--- config.mk ---
export PLATFORM = sky130hd
export DESIGN_NAME = ysyx_040750_csr_regfile_flat
export DESIGN_NICKNAME = d
export VERILOG_FILES = /design/src/rtl/ysyx_040750_csr_regfile_if.sv /design/src/rtl/ysyx_040750_csr_regfile.sv /design/src/flat_wrapper.sv
export SDC_FILE = /design/constraint.sdc
export NUM_CORES = 1
export LEC_CHECK = 0
export ABC_CLOCK_PERIOD_IN_PS = 2810
export CAP_MARGIN = 0
export CELL_PAD_IN_SITES_DETAIL_PLACEMENT = 1
export CELL_PAD_IN_SITES_GLOBAL_PLACEMENT = 1
export CORE_MARGIN = 3
export CORE_UTILIZATION = 35
export DETAILED_ROUTE_END_ITERATION = 10
export PLACE_DENSITY_LB_ADDON = 0.12
export SKIP_CTS_REPAIR_TIMING = 1
export SYNTH_ARGS = -nofsm -noshare
export SYNTH_HDL_FRONTEND = slang
export SYNTH_SLANG_ARGS = --single-unit
export TNS_END_PERCENT = 1
--- constraint.sdc ---
create_clock -name I_sys_clk -period 2.81 [get_ports I_sys_clk]
set_clock_uncertainty 0.15 [all_clocks]
set_input_delay 0.281 -clock I_sys_clk [delete_from_list [all_inputs] [get_ports I_sys_clk]]
set_output_delay 0.281 -clock I_sys_clk [all_outputs]
set_load 0.005 [all_outputs]
--- src/rtl/ysyx_040750_csr_regfile_if.sv ---
// Bus between the write-back stage and the machine-mode CSR register file:
// ALU operand read, result commit, ecall/mret retirement and the fetch redirect.
interface ysyx_040750_csr_regfile_if #(
    parameter int XLEN = 64
);
    logic [11:0]     I_csr_raddr;
    logic [XLEN-1:0] O_csr_rdata;
    logic            O_csr_illegal;
    logic            I_csr_wen;
    logic [11:0]     I_csr_waddr;
    logic [XLEN-1:0] I_csr_wdata;
    logic            I_ecall;
    logic            I_mret;
    logic [XLEN-1:0] I_pc;
    logic            O_redirect_valid;
    logic [XLEN-1:0] O_redirect_pc;

    modport master (
        output I_csr_raddr, I_csr_wen, I_csr_waddr, I_csr_wdata,
        output I_ecall, I_mret, I_pc,
        input  O_csr_rdata, O_csr_illegal, O_redirect_valid, O_redirect_pc
    );

    modport slave (
        input  I_csr_raddr, I_csr_wen, I_csr_waddr, I_csr_wdata,
        input  I_ecall, I_mret, I_pc,
        output O_csr_rdata, O_csr_illegal, O_redirect_valid, O_redirect_pc
    );
endinterface

--- src/rtl/ysyx_040750_csr_regfile.sv ---
// Machine-mode CSR file: mstatus/mtvec/mepc/mcause/mcycle with combinational read,
// single commit per cycle, ecall trap entry, mret return and a registered fetch redirect.
module ysyx_040750_csr_regfile #(
    parameter int              XLEN        = 64,
    parameter logic [XLEN-1:0] MTVEC_RST   = '0,
    parameter logic [XLEN-1:0] MSTATUS_RST = XLEN'(64'h1800)
) (
    input  logic                      I_sys_clk,
    input  logic                      I_rst,
    ysyx_040750_csr_regfile_if.slave  csr
);
    localparam logic [11:0] ADDR_MSTATUS = 12'h300;
    localparam logic [11:0] ADDR_MTVEC   = 12'h305;
    localparam logic [11:0] ADDR_MEPC    = 12'h341;
    localparam logic [11:0] ADDR_MCAUSE  = 12'h342;
    localparam logic [11:0] ADDR_MCYCLE  = 12'hB00;
    localparam logic [XLEN-1:0] CAUSE_ECALL_M = XLEN'(11);

    logic [XLEN-1:0] mstatus;
    logic [XLEN-1:0] mtvec;
    logic [XLEN-1:0] mepc;
    logic [XLEN-1:0] mcause;
    logic [XLEN-1:0] mcycle;
    logic            redirect_vld_p1;
    logic [XLEN-1:0] redirect_pc_p1;

    // MPIE <= MIE, MIE <= 0, MPP <= M
    function automatic logic [XLEN-1:0] mstatus_trap(input logic [XLEN-1:0] s);
        logic [XLEN-1:0] r;
        r         = s;
        r[7]      = s[3];
        r[3]      = 1'b0;
        r[12:11]  = 2'b11;
        return r;
    endfunction

    // MIE <= MPIE, MPIE <= 1, MPP stays M (only M-mode exists)
    function automatic logic [XLEN-1:0] mstatus_ret(input logic [XLEN-1:0] s);
        logic [XLEN-1:0] r;
        r         = s;
        r[3]      = s[7];
        r[7]      = 1'b1;
        r[12:11]  = 2'b11;
        return r;
    endfunction

    logic wr_mstatus, wr_mtvec, wr_mepc, wr_mcause, wr_mcycle;
    assign wr_mstatus = csr.I_csr_wen && (csr.I_csr_waddr == ADDR_MSTATUS);
    assign wr_mtvec   = csr.I_csr_wen && (csr.I_csr_waddr == ADDR_MTVEC);
    assign wr_mepc    = csr.I_csr_wen && (csr.I_csr_waddr == ADDR_MEPC);
    assign wr_mcause  = csr.I_csr_wen && (csr.I_csr_waddr == ADDR_MCAUSE);
    assign wr_mcycle  = csr.I_csr_wen && (csr.I_csr_waddr == ADDR_MCYCLE);

    // Read side: no bypass of same-cycle commits; the pipeline forwards around this.
    always_comb begin
        csr.O_csr_rdata   = '0;
        csr.O_csr_illegal = 1'b0;
        unique case (csr.I_csr_raddr)
            ADDR_MSTATUS: csr.O_csr_rdata = mstatus;
            ADDR_MTVEC:   csr.O_csr_rdata = mtvec;
            ADDR_MEPC:    csr.O_csr_rdata = mepc;
            ADDR_MCAUSE:  csr.O_csr_rdata = mcause;
            ADDR_MCYCLE:  csr.O_csr_rdata = mcycle;
            default:      csr.O_csr_illegal = 1'b1;
        endcase
    end

    // Commit stage -> redirect register (p1)
    always_ff @(posedge I_sys_clk) begin
        if (I_rst) begin
            mstatus         <= MSTATUS_RST;
            mtvec           <= MTVEC_RST;
            mepc            <= '0;
            mcause          <= '0;
            mcycle          <= '0;
            redirect_vld_p1 <= 1'b0;
            redirect_pc_p1  <= '0;
        end else begin
            mcycle          <= wr_mcycle ? csr.I_csr_wdata : mcycle + 1'b1;
            redirect_vld_p1 <= csr.I_ecall || csr.I_mret;
            if (wr_mtvec)
                mtvec <= {csr.I_csr_wdata[XLEN-1:2], 2'b00};
            // Trap state owned by ecall/mret wins over a concurrent software write.
            if (csr.I_ecall) begin
                mepc           <= csr.I_pc;
                mcause         <= CAUSE_ECALL_M;
                mstatus        <= mstatus_trap(mstatus);
                redirect_pc_p1 <= mtvec;
            end else if (csr.I_mret) begin
                mstatus        <= mstatus_ret(mstatus);
                redirect_pc_p1 <= mepc;
            end else begin
                if (wr_mstatus) mstatus <= csr.I_csr_wdata;
                if (wr_mepc)    mepc    <= csr.I_csr_wdata;
                if (wr_mcause)  mcause  <= csr.I_csr_wdata;
            end
        end
    end

    assign csr.O_redirect_valid = redirect_vld_p1;
    assign csr.O_redirect_pc    = redirect_pc_p1;

endmodule

--- src/flat_wrapper.sv ---
// flat-port wrapper written by rule: the top's interface ports become plain ports
module ysyx_040750_csr_regfile_flat 
#(
    parameter int              XLEN        = 64,
    parameter logic [XLEN-1:0] MTVEC_RST   = '0,
    parameter logic [XLEN-1:0] MSTATUS_RST = XLEN'(64'h1800)
)
  (I_sys_clk, I_rst, csr_I_csr_raddr, csr_I_csr_wen, csr_I_csr_waddr, csr_I_csr_wdata, csr_I_ecall, csr_I_mret, csr_I_pc, csr_O_csr_rdata, csr_O_csr_illegal, csr_O_redirect_valid, csr_O_redirect_pc);
  ysyx_040750_csr_regfile_if #(.XLEN(XLEN)) csr_i ();
  input  logic I_sys_clk;
  input  logic I_rst;
  input wire logic [$bits(csr_i.I_csr_raddr)-1:0] csr_I_csr_raddr;
  input wire logic [$bits(csr_i.I_csr_wen)-1:0] csr_I_csr_wen;
  input wire logic [$bits(csr_i.I_csr_waddr)-1:0] csr_I_csr_waddr;
  input wire logic [$bits(csr_i.I_csr_wdata)-1:0] csr_I_csr_wdata;
  input wire logic [$bits(csr_i.I_ecall)-1:0] csr_I_ecall;
  input wire logic [$bits(csr_i.I_mret)-1:0] csr_I_mret;
  input wire logic [$bits(csr_i.I_pc)-1:0] csr_I_pc;
  output wire logic [$bits(csr_i.O_csr_rdata)-1:0] csr_O_csr_rdata;
  output wire logic [$bits(csr_i.O_csr_illegal)-1:0] csr_O_csr_illegal;
  output wire logic [$bits(csr_i.O_redirect_valid)-1:0] csr_O_redirect_valid;
  output wire logic [$bits(csr_i.O_redirect_pc)-1:0] csr_O_redirect_pc;
  assign csr_i.I_csr_raddr = csr_I_csr_raddr;
  assign csr_i.I_csr_wen = csr_I_csr_wen;
  assign csr_i.I_csr_waddr = csr_I_csr_waddr;
  assign csr_i.I_csr_wdata = csr_I_csr_wdata;
  assign csr_i.I_ecall = csr_I_ecall;
  assign csr_i.I_mret = csr_I_mret;
  assign csr_i.I_pc = csr_I_pc;
  assign csr_O_csr_rdata = csr_i.O_csr_rdata;
  assign csr_O_csr_illegal = csr_i.O_csr_illegal;
  assign csr_O_redirect_valid = csr_i.O_redirect_valid;
  assign csr_O_redirect_pc = csr_i.O_redirect_pc;
  ysyx_040750_csr_regfile #(.XLEN(XLEN), .MTVEC_RST(MTVEC_RST), .MSTATUS_RST(MSTATUS_RST)) u_core (.I_sys_clk(I_sys_clk), .I_rst(I_rst), .csr(csr_i));
endmodule
== After elaboration in Yosys (flattened, before gate mapping) ==
Cells that the tools add are included.
W data, S select, Z words.

* Bitwise operators: 2
* $add $sub $neg: 1
* Reduce and logical (&&, ||, !) cells: 18
* Equal/unequal tests: 11
* Mux-type cells: 14

{| class="wikitable"
|+ Operators with widths
! cell !! count
|-
| $mux W64 || 6
|-
| $pmux W64 S5 || 1
|-
| $eq A12 B10 Y1 const B || 8
|-
| $add A64 B1 Y64 const B || 1
|-
| $eq A12 B12 Y1 const B || 2
|-
| $mux W8 || 3
|-
| $mux W4 || 3
|-
| $reduce_bool A2 Y1 || 4
|-
| $reduce_and A2 Y1 || 3
|-
| $logic_and A1 B1 Y1 || 5
|-
| $reduce_or A5 Y1 || 1
|-
| $reduce_and A3 Y1 || 1
|-
| $reduce_bool A3 Y1 || 1
|-
| $reduce_or A3 Y1 || 1
|-
| $ne A2 B2 Y1 const B || 1
|-
| $not A1 Y1 || 2
|-
| $reduce_or A2 Y1 || 1
|-
| $logic_or A1 B1 Y1 || 1
|-
| $mux W1 || 1
|}

* Bits in registers: 383
* Word-level logic and storage cells: 57

== Logic depth before layout (Yosys ltp) ==
* Depth after elaboration: 5
* Gate-level depth with buffers: 8
* Gate-level depth less buffers: 7

== Least setup slack after synthesis ==
OpenSTA, ideal clock, no wires.

* Path type: in2out
* From: in csr_I_csr_raddr[5]
* To: out csr_O_csr_rdata[12]
* Buffers on the path: 1
* Cell stages on the path: 7
* Setup slack: 562 ps
* Data arrival time: 1,817 ps
* Cell sequence: nor3_1 -> nand4_1 -> or2_1 -> nor4_2 -> clkbuf_1 -> a222oi_1 -> o21ai_0

* Word-level cells in the longest chain between the ends: 2

{| class="wikitable"
|+ Ends and longest elaborated chain
! what !! RTL line !! RTL
|-
| start: declaration || flat_wrapper.sv:12 || <nowiki>input wire logic [$bits(csr_i.I_csr_raddr)-1:0] csr_I_csr_raddr;</nowiki>
|-
| $eq A12 B12 Y1 or $eq A12 B10 Y1 (tied branches) || ysyx_040750_csr_regfile.sv:58 || <nowiki>unique case (csr.I_csr_raddr)</nowiki>
|-
| $pmux W64 S5 (*) || ysyx_040750_csr_regfile.sv:58 ||
|-
| end: declaration || flat_wrapper.sv:19 || <nowiki>output wire logic [$bits(csr_i.O_csr_rdata)-1:0] csr_O_csr_rdata;</nowiki>
|}

Every way passes the cells marked *; elsewhere a longest branch is shown, timed or not.

== Worst setup path in the final report ==
* From: in csr_I_csr_raddr[5]
* To: out csr_O_csr_illegal

* Word-level cells in the longest chain between the ends: 3

{| class="wikitable"
|+ Ends and longest elaborated chain
! what !! RTL line !! RTL
|-
| $eq A12 B10 Y1 or $eq A12 B12 Y1 (tied branches) || ysyx_040750_csr_regfile.sv:58 ||
|-
| $reduce_or A5 Y1 (no line) (*) || -- ||
|-
| $mux W1 (*) || ysyx_040750_csr_regfile.sv:58 ||
|-
| end: declaration || flat_wrapper.sv:20 || <nowiki>output wire logic [$bits(csr_i.O_csr_illegal)-1:0] csr_O_csr_illegal;</nowiki>
|}

Marks and branches as above.

==> reports/summary.txt <==
Synthesis-to-finish area growth: 30.4%
First-pass GRT wire length: 102,000 µm
Smallest hold slack: 0.0287 ns
TritonCTS clock tree: built
CP Capture Type: output pin
Slew HR: 0.390
Hold Path Class: input port to flip-flop
Async set-reset flop share out of synthesis: 0
Number of global-route vias before repair: 17,400
Initial antenna violation count: 6
Final Setup Violations: 0
Routed metal-1 wirelength: 29,100 µm
H-tree levels: 2
Ports: 287
Pleak: 9.26 nW
Max Slew Vio Count: 0
Die footprint: 0.0528 mm²
Syn Nets: 2,284
Core box area: 0.0493 mm²
Most frequent cells after synthesis: nand2_1 (399), dfxtp_1 (383), nor2_1 (266)
CP Cell Sequence: dlymetal6s2s_1 -> nor3_2 -> nand4_1 -> or2_4 -> buf_6 -> nor4_4 -> buf_4 -> buf_12 -> nor4b_2 -> clkdlybuf4s50_1
Critical Path Fanout Max: 30
1st-iter DRT viols: 1,159
Root buf cell: clkbuf_16
Finished Core Util: 0.464
Most common cell in the synthesized netlist: nand2_1
Average size of a mapped cell: 8.25 µm²
Highest routed layer: met5
Cell area after layout: 0.0229 mm²
Total wire length: 65,700 µm
Initial Util: 0.356
Yosys Warn Count: 0
Fillers: 5,790
DRC viols: 0
Pre-antenna DRT Iters: 9
Highest clock rate: 365 MHz
Setup ws final: 0.0693 ns
Post-synthesis sequential area ratio: 0.437
Pwr Density: 529 mW/mm²
Syn Inst Count: 2,126
Outcome: completed
#FFs+latches synth: 383
GR Util All Layers: 0.241
Nets: 2,494
Total number of vias: 16,800
Worst Path Arrival: 2.31 ns
TritonCTS Buffers: 44
Synthesized area: 0.0175 mm²
Clk_lat worst skew: 0.56 ns
Met2 wire length: 31,200 µm
Peak supply drop: 0.383 mV
Worst path required time: 2.38 ns
DR vias/cell: 5.56
Endpoints failing hold: 0
Port buffer count: 286
Dominant cells by area after synthesis: dfxtp_1 (44%), mux2i_1 (11%), nand2_1 (8.5%), a21oi_1 (7.0%), nor2_1 (5.7%)
Largest net degree at the start of global routing: 150
Critical-path top delay cell: clkdlybuf4s50_1
Crit path time final: 2.74 ns
EDFF count, synth: 0
Met3 routed WL: 2930 µm
Die X: 230 µm
Count of cell types in the netlist: 55
Crit path largest cell delay: 0.44 ns
Clk sinks: 383
Setup CP Type: input port to output pin
Maximum capacitance violations: 0
Critical Path Source Type: input port
Clock-pin slew on the worst setup and hold paths: 0.06 ns
Antenna Violating Nets Remaining: 0
Share of layout cells above drive strength 1: 0.0678
GR Overflow Total: 0
Final period util: 0.975
Most used DFF post-synth: dfxtp_1
Die height: 230 µm
CTS Buffer Depth: 3
Biggest area consumer among synthesized cells: dfxtp_1
Worst-Margin Slew: 0.914 ns
Pre-CTS WS: -0.598 ns
Drt wl/cell: 21.7 µm
Post-DP Area: 0.0213 mm²
Std cell rows: 81
Top-area cell type share of the netlist area: 0.437
Placer Congestion: 0.809
Detailed Place HPWL: 43,600 µm
==> power breakdown <==
| group | switching (mW) | internal [mW] |
|---|---|---|
| sequential | 0.0795 | 5.52 |
| clock | 2.27 | 3.36 |
| combinational | 0.460 | 0.398 |
==> registers in the layout (all words and copies together) (netlist names) <==
| signal | cells |
|---|---|
| u_core.mcycle | 64 |
| u_core.csr.O_redirect_valid | 1 |
| u_core.mcause | 64 |
| u_core.mtvec | 62 |
| u_core.mstatus | 64 |
| u_core.mepc | 64 |
| u_core.csr.O_redirect_pc | 64 |
==> final timing paths <==
path / cells past startpoint / slack (ns) / startpoint / to
worst max-delay path: 10 / 0.07 / csr_I_csr_raddr[5] / csr_O_csr_illegal
worst min-delay path: 3 / 0.03 / csr_I_ecall / u_core.csr.O_redirect_valid
worst max register to register: 6 / 0.25 / u_core.mcycle[14] / u_core.mcycle[43]
worst min register to register: 2 / 0.30 / u_core.mstatus[23] / u_core.mstatus[23]
==> metrics by stage <==
step / power [mW] / setup TNS [ns] / std cells
after floorplan: 6.07 / 0 / 2126
after global placement: 6.56 / -35.78 / 2951
after detailed placement: 6.58 / -38.71 / 2951
after CTS: 12.2 / -33.09 / 3022
after global routing: 12.5 / -0.0630 / 3030
final: 12.1 / 0 / 3030
==> layout by cell type, fill, tap and decap left out, types with 13 or more instances in the layout <==
cell type	count
o21ai_0	27
xnor2_1	33
buf_12	25
a222oi_1	62
nor3_1	13
o21ai_1	40
clkbuf_16	45
nand3_1	23
clkdlybuf4s50_1	211
a21oi_1	246
nand2_1	398
xor2_1	26
dlymetal6s2s_1	63
nand4_1	20
nor2_1	265
dfxtp_1	383
buf_4	26
a211oi_1	121
mux2i_1	196
==> logic make-up after synthesis <==
| kind of cell | Yosys count | synth area share |
|---|---|---|
| compound gates | 508 | 0.182 |
| flops | 383 | 0.437 |
| simple gates | 793 | 0.195 |
| xor+xnor | 59 | 0.0295 |
| mux | 197 | 0.113 |
| fa+ha+maj | 1 | 0.000714 |
| buf+inv | 185 | 0.0430 |
==> routing by layer <==
metal	global-route usage	up-vias
li1	-	7936
met3	0.0356	134
met5	0	-
met2	0.405	449
met4	0.101	2
met1	0.311	8326
==> worst max-delay path: cells and delay by family <==
kind / cells / cell delay, ns
buf+inv: 5 / 1.07
simple gates: 5 / 0.93
==> area by class of cell <==
| class | count | area [µm²] | area share |
|---|---|---|---|
| multi-input cells | 1558 | 9220 | 0.403 |
| flip-flops and latches | 383 | 7670 | 0.335 |
| repair buffers | 340 | 3720 | 0.163 |
| clock buffers | 62 | 1260 | 0.0551 |
| well taps | 664 | 831 | 0.0363 |
| clock inverters | 9 | 123 | 0.00536 |
| inverters | 9 | 36.3 | 0.00159 |
| diodes | 5 | 12.5 | 0.000547 |
Note: power is estimated with default switching activity, not from simulation.
==> RTL change 1, RTL diff (config.mk and constraints unchanged) <==
Make the reset (`I_rst`) asynchronous in one clocked block.
--- a/src/rtl/ysyx_040750_csr_regfile.sv
+++ b/src/rtl/ysyx_040750_csr_regfile.sv
@@ -66,7 +66,7 @@
     end
 
     // Commit stage -> redirect register (p1)
-    always_ff @(posedge I_sys_clk) begin
+    always_ff @(posedge I_sys_clk or posedge I_rst) begin
         if (I_rst) begin
             mstatus         <= MSTATUS_RST;
             mtvec           <= MTVEC_RST;
Function: changed (a bounded check fails within 4 cycles, from zero or initial values and one cycle with I_rst high; the reset may be asserted at any time).
==> RTL change 1 against the unedited design <==
The flow now finishes with violations (hold timing, setup timing). Sequential power is 5.4% higher. Wire length increased by 2.0%. Area after synthesis rose by 6.6%. Sequential cell count stayed put. Non-clock buffer count up 63. Core utilization rose by 1.2 points. Worst setup slack got worse by 0.097 ns. Synthesized cell count decreased by 14%. Power grew 12%. Design area is 9.7% higher. Largest power group unchanged.
==> RTL change 1: results (changes against the unedited design) <==
The via count of the first global-routing pass is 16.6k (-5.0%). The startpoint identified for the worst register-to-register timing path is u_core.mcycle[7]$_DFF_PP0_. Worst slack on hold paths: -0.0100 ns (-0.0387 ns). The tools report the capturing instance or port of the critical path as csr_O_csr_rdata[10]. For the total negative slack for setup checks, the log shows -0.0762 ns (-0.0762 ns). Sequential area share after synthesis: 0.513 (+0.0756). The fraction of synthesized cell area in xor and xnor cells was 0.0281 (-0.00136); the sum of routed wire segments on met1 was 31.1 mm (+6.9%).

Combinational gate power: 1.17 mW (+36%). The tools report the worst setup path startpoint as csr_I_csr_raddr[7]. For the count of distinct cell types in the synthesized netlist, the log shows 47 (-15%). Class of the most critical hold timing path: in -> async. The synthesized-area fraction occupied by adder cells came out at 0.000669 (-0.0000442).

The run gives 748 (-35%) as the first-iteration detailed-routing DRC count. The run gives 1991 (-13%) as the post-synth net total. Number of setup violations in the final report: 5 (+5).

Number of hold violations in the final report: 9 (+9). Count of TritonRoute iterations in the first routing pass: 5 (-4). The fill cell instance count of the final layout was 5702 (-1.5%). The checks that failed: hold timing, setup timing. For the maximum number of pins on one net before global-route repair, the log shows 136 (-9.3%).

The synthesized-area fraction occupied by ao, oa, aoi and oai cells came out at 0.119 (-0.0630). The ratio of routed vias to standard cells works out to 5.43 (-2.3%). The setup slack of the critical path after layout is -0.0275 ns (-0.0968 ns).

Cell with the biggest individual delay on the critical path: or2_4. The worst setup slack for register-to-register paths is 0.15 ns (-0.10 ns), and the mux cell area share after synthesis is 0.180 (+0.0671). The static leakage power is 12.1 nW (+30%), and the highest fanout seen on the critical path is 6 (-80%). The initial antenna violation count is 1 (-5). The logs give 46 (+4.5%) for the number of buffers inserted during clock tree synthesis and 0.438 (-0.025) for the part of the power in registers. Switching share of total power: 0.235 (+0.00248). The run gives 1833 (-14%) as the post-synthesis instance total.

The flow ran to the end, but the final reports show violations. The async set or reset register ratio after synthesis was 1.00 (+1.00). The global-route met1 utilization is 0.306 (-0.00494). Global-route usage over all layers: 0.223 (-0.0186). The met3 global-route usage came out at 0.0342 (-0.00131). The weighted congestion at the end of routability-driven global placement was 0.811 (+0.22%); the worst path arrival time was 2.41 ns (+0.10 ns).

The detailed-routed wire length on met2 was 32.2 mm (+3.1%). The tools report the instance count after placement with tap cells included as 2759 (-6.5%). The largest stage delay on the critical path was 0.30 ns (-0.14 ns); the number of nets in the layout was 2317 (-7.1%). The estimated wirelength of the detail-placed design was 43.1 mm (-1.3%); the global-route wire length before repair was 99.1 mm (-3.2%). Number of cell instances on the worst register-to-register path: 7 (+1).
-- RTL change 1: cell types whose count changed after synthesis, sizes merged, moves of 48 or more --
cell,delta
dfrtp,+381
mux2,+123
a222oi,-62
o211ai,+62
a22oi,+62
nor2,-179
o21ai,+61
nand2,-48
a21oi,-123
dfxtp,-383
a211oi,-123
-- RTL change 1: area by class of cell --
cell class / count / area [um2] / share of cell area
multi-input cells: 1318 / 8700 / 0.347
clock inverters: 18 / 298 / 0.0119
inverters: 7 / 30.0 / 0.00120
flip-flops and latches: 383 / 9590 / 0.382
repair buffers: 403 / 4280 / 0.171
diodes: 1 / 2.50 / 0.0000997
well taps: 688 / 861 / 0.0343
clock buffers: 64 / 1330 / 0.0530
-- RTL change 1: worst min-delay path, stage by stage --
cell             delay [ns]
clkdlybuf4s50_1        0.44
clkinvlp_4             0.11
buf_12                 0.23
==> RTL change 2, RTL diff (config.mk and constraints unchanged) <==
Made on the original files. `XLEN` is set to 64 in 3 places; all go to 68.
--- a/src/rtl/ysyx_040750_csr_regfile_if.sv
+++ b/src/rtl/ysyx_040750_csr_regfile_if.sv
@@ -1,7 +1,7 @@
 // Bus between the write-back stage and the machine-mode CSR register file:
 // ALU operand read, result commit, ecall/mret retirement and the fetch redirect.
 interface ysyx_040750_csr_regfile_if #(
-    parameter int XLEN = 64
+    parameter int XLEN = 68
 );
     logic [11:0]     I_csr_raddr;
     logic [XLEN-1:0] O_csr_rdata;
--- a/src/rtl/ysyx_040750_csr_regfile.sv
+++ b/src/rtl/ysyx_040750_csr_regfile.sv
@@ -1,7 +1,7 @@
 // Machine-mode CSR file: mstatus/mtvec/mepc/mcause/mcycle with combinational read,
 // single commit per cycle, ecall trap entry, mret return and a registered fetch redirect.
 module ysyx_040750_csr_regfile #(
-    parameter int              XLEN        = 64,
+    parameter int              XLEN        = 68,
     parameter logic [XLEN-1:0] MTVEC_RST   = '0,
     parameter logic [XLEN-1:0] MSTATUS_RST = XLEN'(64'h1800)
 ) (
--- a/src/flat_wrapper.sv
+++ b/src/flat_wrapper.sv
@@ -1,7 +1,7 @@
 // flat-port wrapper written by rule: the top's interface ports become plain ports
 module ysyx_040750_csr_regfile_flat 
 #(
-    parameter int              XLEN        = 64,
+    parameter int              XLEN        = 68,
     parameter logic [XLEN-1:0] MTVEC_RST   = '0,
     parameter logic [XLEN-1:0] MSTATUS_RST = XLEN'(64'h1800)
 )
Ports: changed (resized csr_I_csr_wdata, csr_I_pc, csr_O_csr_rdata and csr_O_redirect_pc); port bits go from 287 to 303. No check against the original RTL was run, so the function may have changed too.
==> RTL change 2 against the unedited design <==
Core utilization up 0.78 points. Largest power group unchanged. The run now ends with setup timing left. Critical path depth down 1. Power up 9.1%. Worst setup slack worse by 0.39 ns. Wire length up 14%. Design area up 9.6%. Area after synthesis up 8.0%. Sequential share of layout area down 1.0 points. Final cell count up 10%. Sequential cell count up 24. Via count up 14%. First-iteration DRC count up 31%. Register-to-register slack worse by 0.11 ns.
==> RTL change 2: results (changes against the unedited design) <==
Worst ir drop on vdd: 0.000455 V (+19%). Worst min-delay path endpoint: u_core.mstatus[3]$_SDFFE_PP0P_. In the synthesized netlist, the cells that appear most often are nand2_1 (575), dfxtp_1 (407), a21oi_1 (264).

The ratio of routed vias to standard cells is 5.72 (+2.9%), and the worst slack on hold paths is 0.0378 ns (+0.00904 ns). The number of buffers inserted during clock tree synthesis came out at 48 (+9.1%). The total length of routed wires was 75.1 mm (+14%); the highest fanout seen on the critical path was 8 (-73%). The tools report the global-route usage over all layers as 0.251 (+0.00980). The startpoint identified for the worst hold timing path is csr_I_mret. The tools report the static leakage power as 10.3 nW (+11%). The post-synth net total was 2520 (+10%).

The synthesized-area fraction occupied by adder cells is 0.000661 (-0.0000528). The first-iteration detailed-routing DRC count was 1521 (+31%). The worst setup slack for register-to-register paths is 0.14 ns (-0.11 ns). The total of buffers placed on input and output ports was 302 (+5.6%). The fraction of synthesized cell area in xor and xnor cells is 0.0194 (-0.0100). The maximum number of pins on one net before global-route repair is 152 (+1.3%). The largest stage delay on the critical path was 0.52 ns (+0.08 ns); the placement-stage worst setup slack was -0.355 ns (+0.242 ns). The tools report the sequential area share after synthesis as 0.430 (-0.00699).

The run finished, with violations left. The checks that failed: setup timing. The actual transition at the worst max-transition pin was 0.926 ns (+0.0112 ns).

The endpoint identified for the worst register-to-register timing path is u_core.mcycle[58]$_SDFF_PP0_. The number of setup violations in the final report is 35 (+35). The tools report the estimated wirelength of the detail-placed design as 51.6 mm (+18%). The logs give -0.318 ns (-0.388 ns) for the setup slack of the critical path after layout and 2779 (+11%) for the number of nets in the layout. Reg-to-reg critical path startpoint: u_core.mcycle[15]$_SDFF_PP0_. Yosys attributes the largest share of cell area to dfxtp_1 (43%), nand2_1 (11%), mux2i_1 (7.4%). The weighted congestion at the end of routability-driven global placement came out at 0.828 (+2.3%). The critical path ends at csr_O_csr_rdata[2]. The mux cell area share after synthesis is 0.0740 (-0.0385), and the initial antenna violation count is 7 (+1).

The synthesized-area fraction occupied by ao, oa, aoi and oai cells was 0.208 (+0.0253). The instance count after placement with tap cells included was 3243 (+9.9%); the total placed instance area was 23200 um2 (+9.0%).
RTL change 2: cell types whose count changed after synthesis, moves of 14 or more:
| cell | change |
|---|---|
| a211oi_1 | -72 |
| a21oi_1 | +18 |
| a22oi_1 | +64 |
| and4_1 | +17 |
| buf_2 | -21 |
| clkbuf_1 | +58 |
| dfxtp_1 | +24 |
| mux2i_1 | -56 |
| nand2_1 | +176 |
| nand3_1 | +14 |
| nor2_1 | -54 |
| nor4_1 | +15 |
| o211a_1 | +69 |
| o21ai_0 | -49 |
RTL change 2: worst reg2reg max path: stages, from the launching register on:
cell      delay [ns]
dfxtp_1         0.35
buf_4           0.14
and3_1          0.29
and4_1          0.37
nand3_1         0.19
buf_4           0.23
or4_1           0.54
a311oi_1        0.32
RTL change 2: per-layer routing:
| layer | wire length (um) | GRT usage | vias to the layer above |
|---|---|---|---|
| li1 | - | - | 8921 |
| met1 | 34700 | 0.342 | 9603 |
| met3 | 3640 | 0.0354 | 92 |
| met5 | 27 | 0 | - |
| met4 | 1490 | 0.0663 | 4 |
| met2 | 35300 | 0.420 | 508 |
RTL change 2: cell type report:
class	instances	area [um2]
fillers	6149	28000
multi-input cells	1729	10100
flip-flops and latches	407	8150
repair buffers	417	4320
clock buffers	75	1410
well taps	688	861
clock inverters	11	163
inverters	10	41.3
diodes	6	15.0
RTL change 2: power groups by stage:
stage               sequential (mW)  combinational (mW)  clock, mW
CTS                            5.96               0.913       6.46
global placement               6.08               0.889          0
detailed placement             6.08               0.906          0
finish                         5.96               0.915       6.33
floorplan                      6.06               0.391          0
global route                   5.97               0.992       6.73
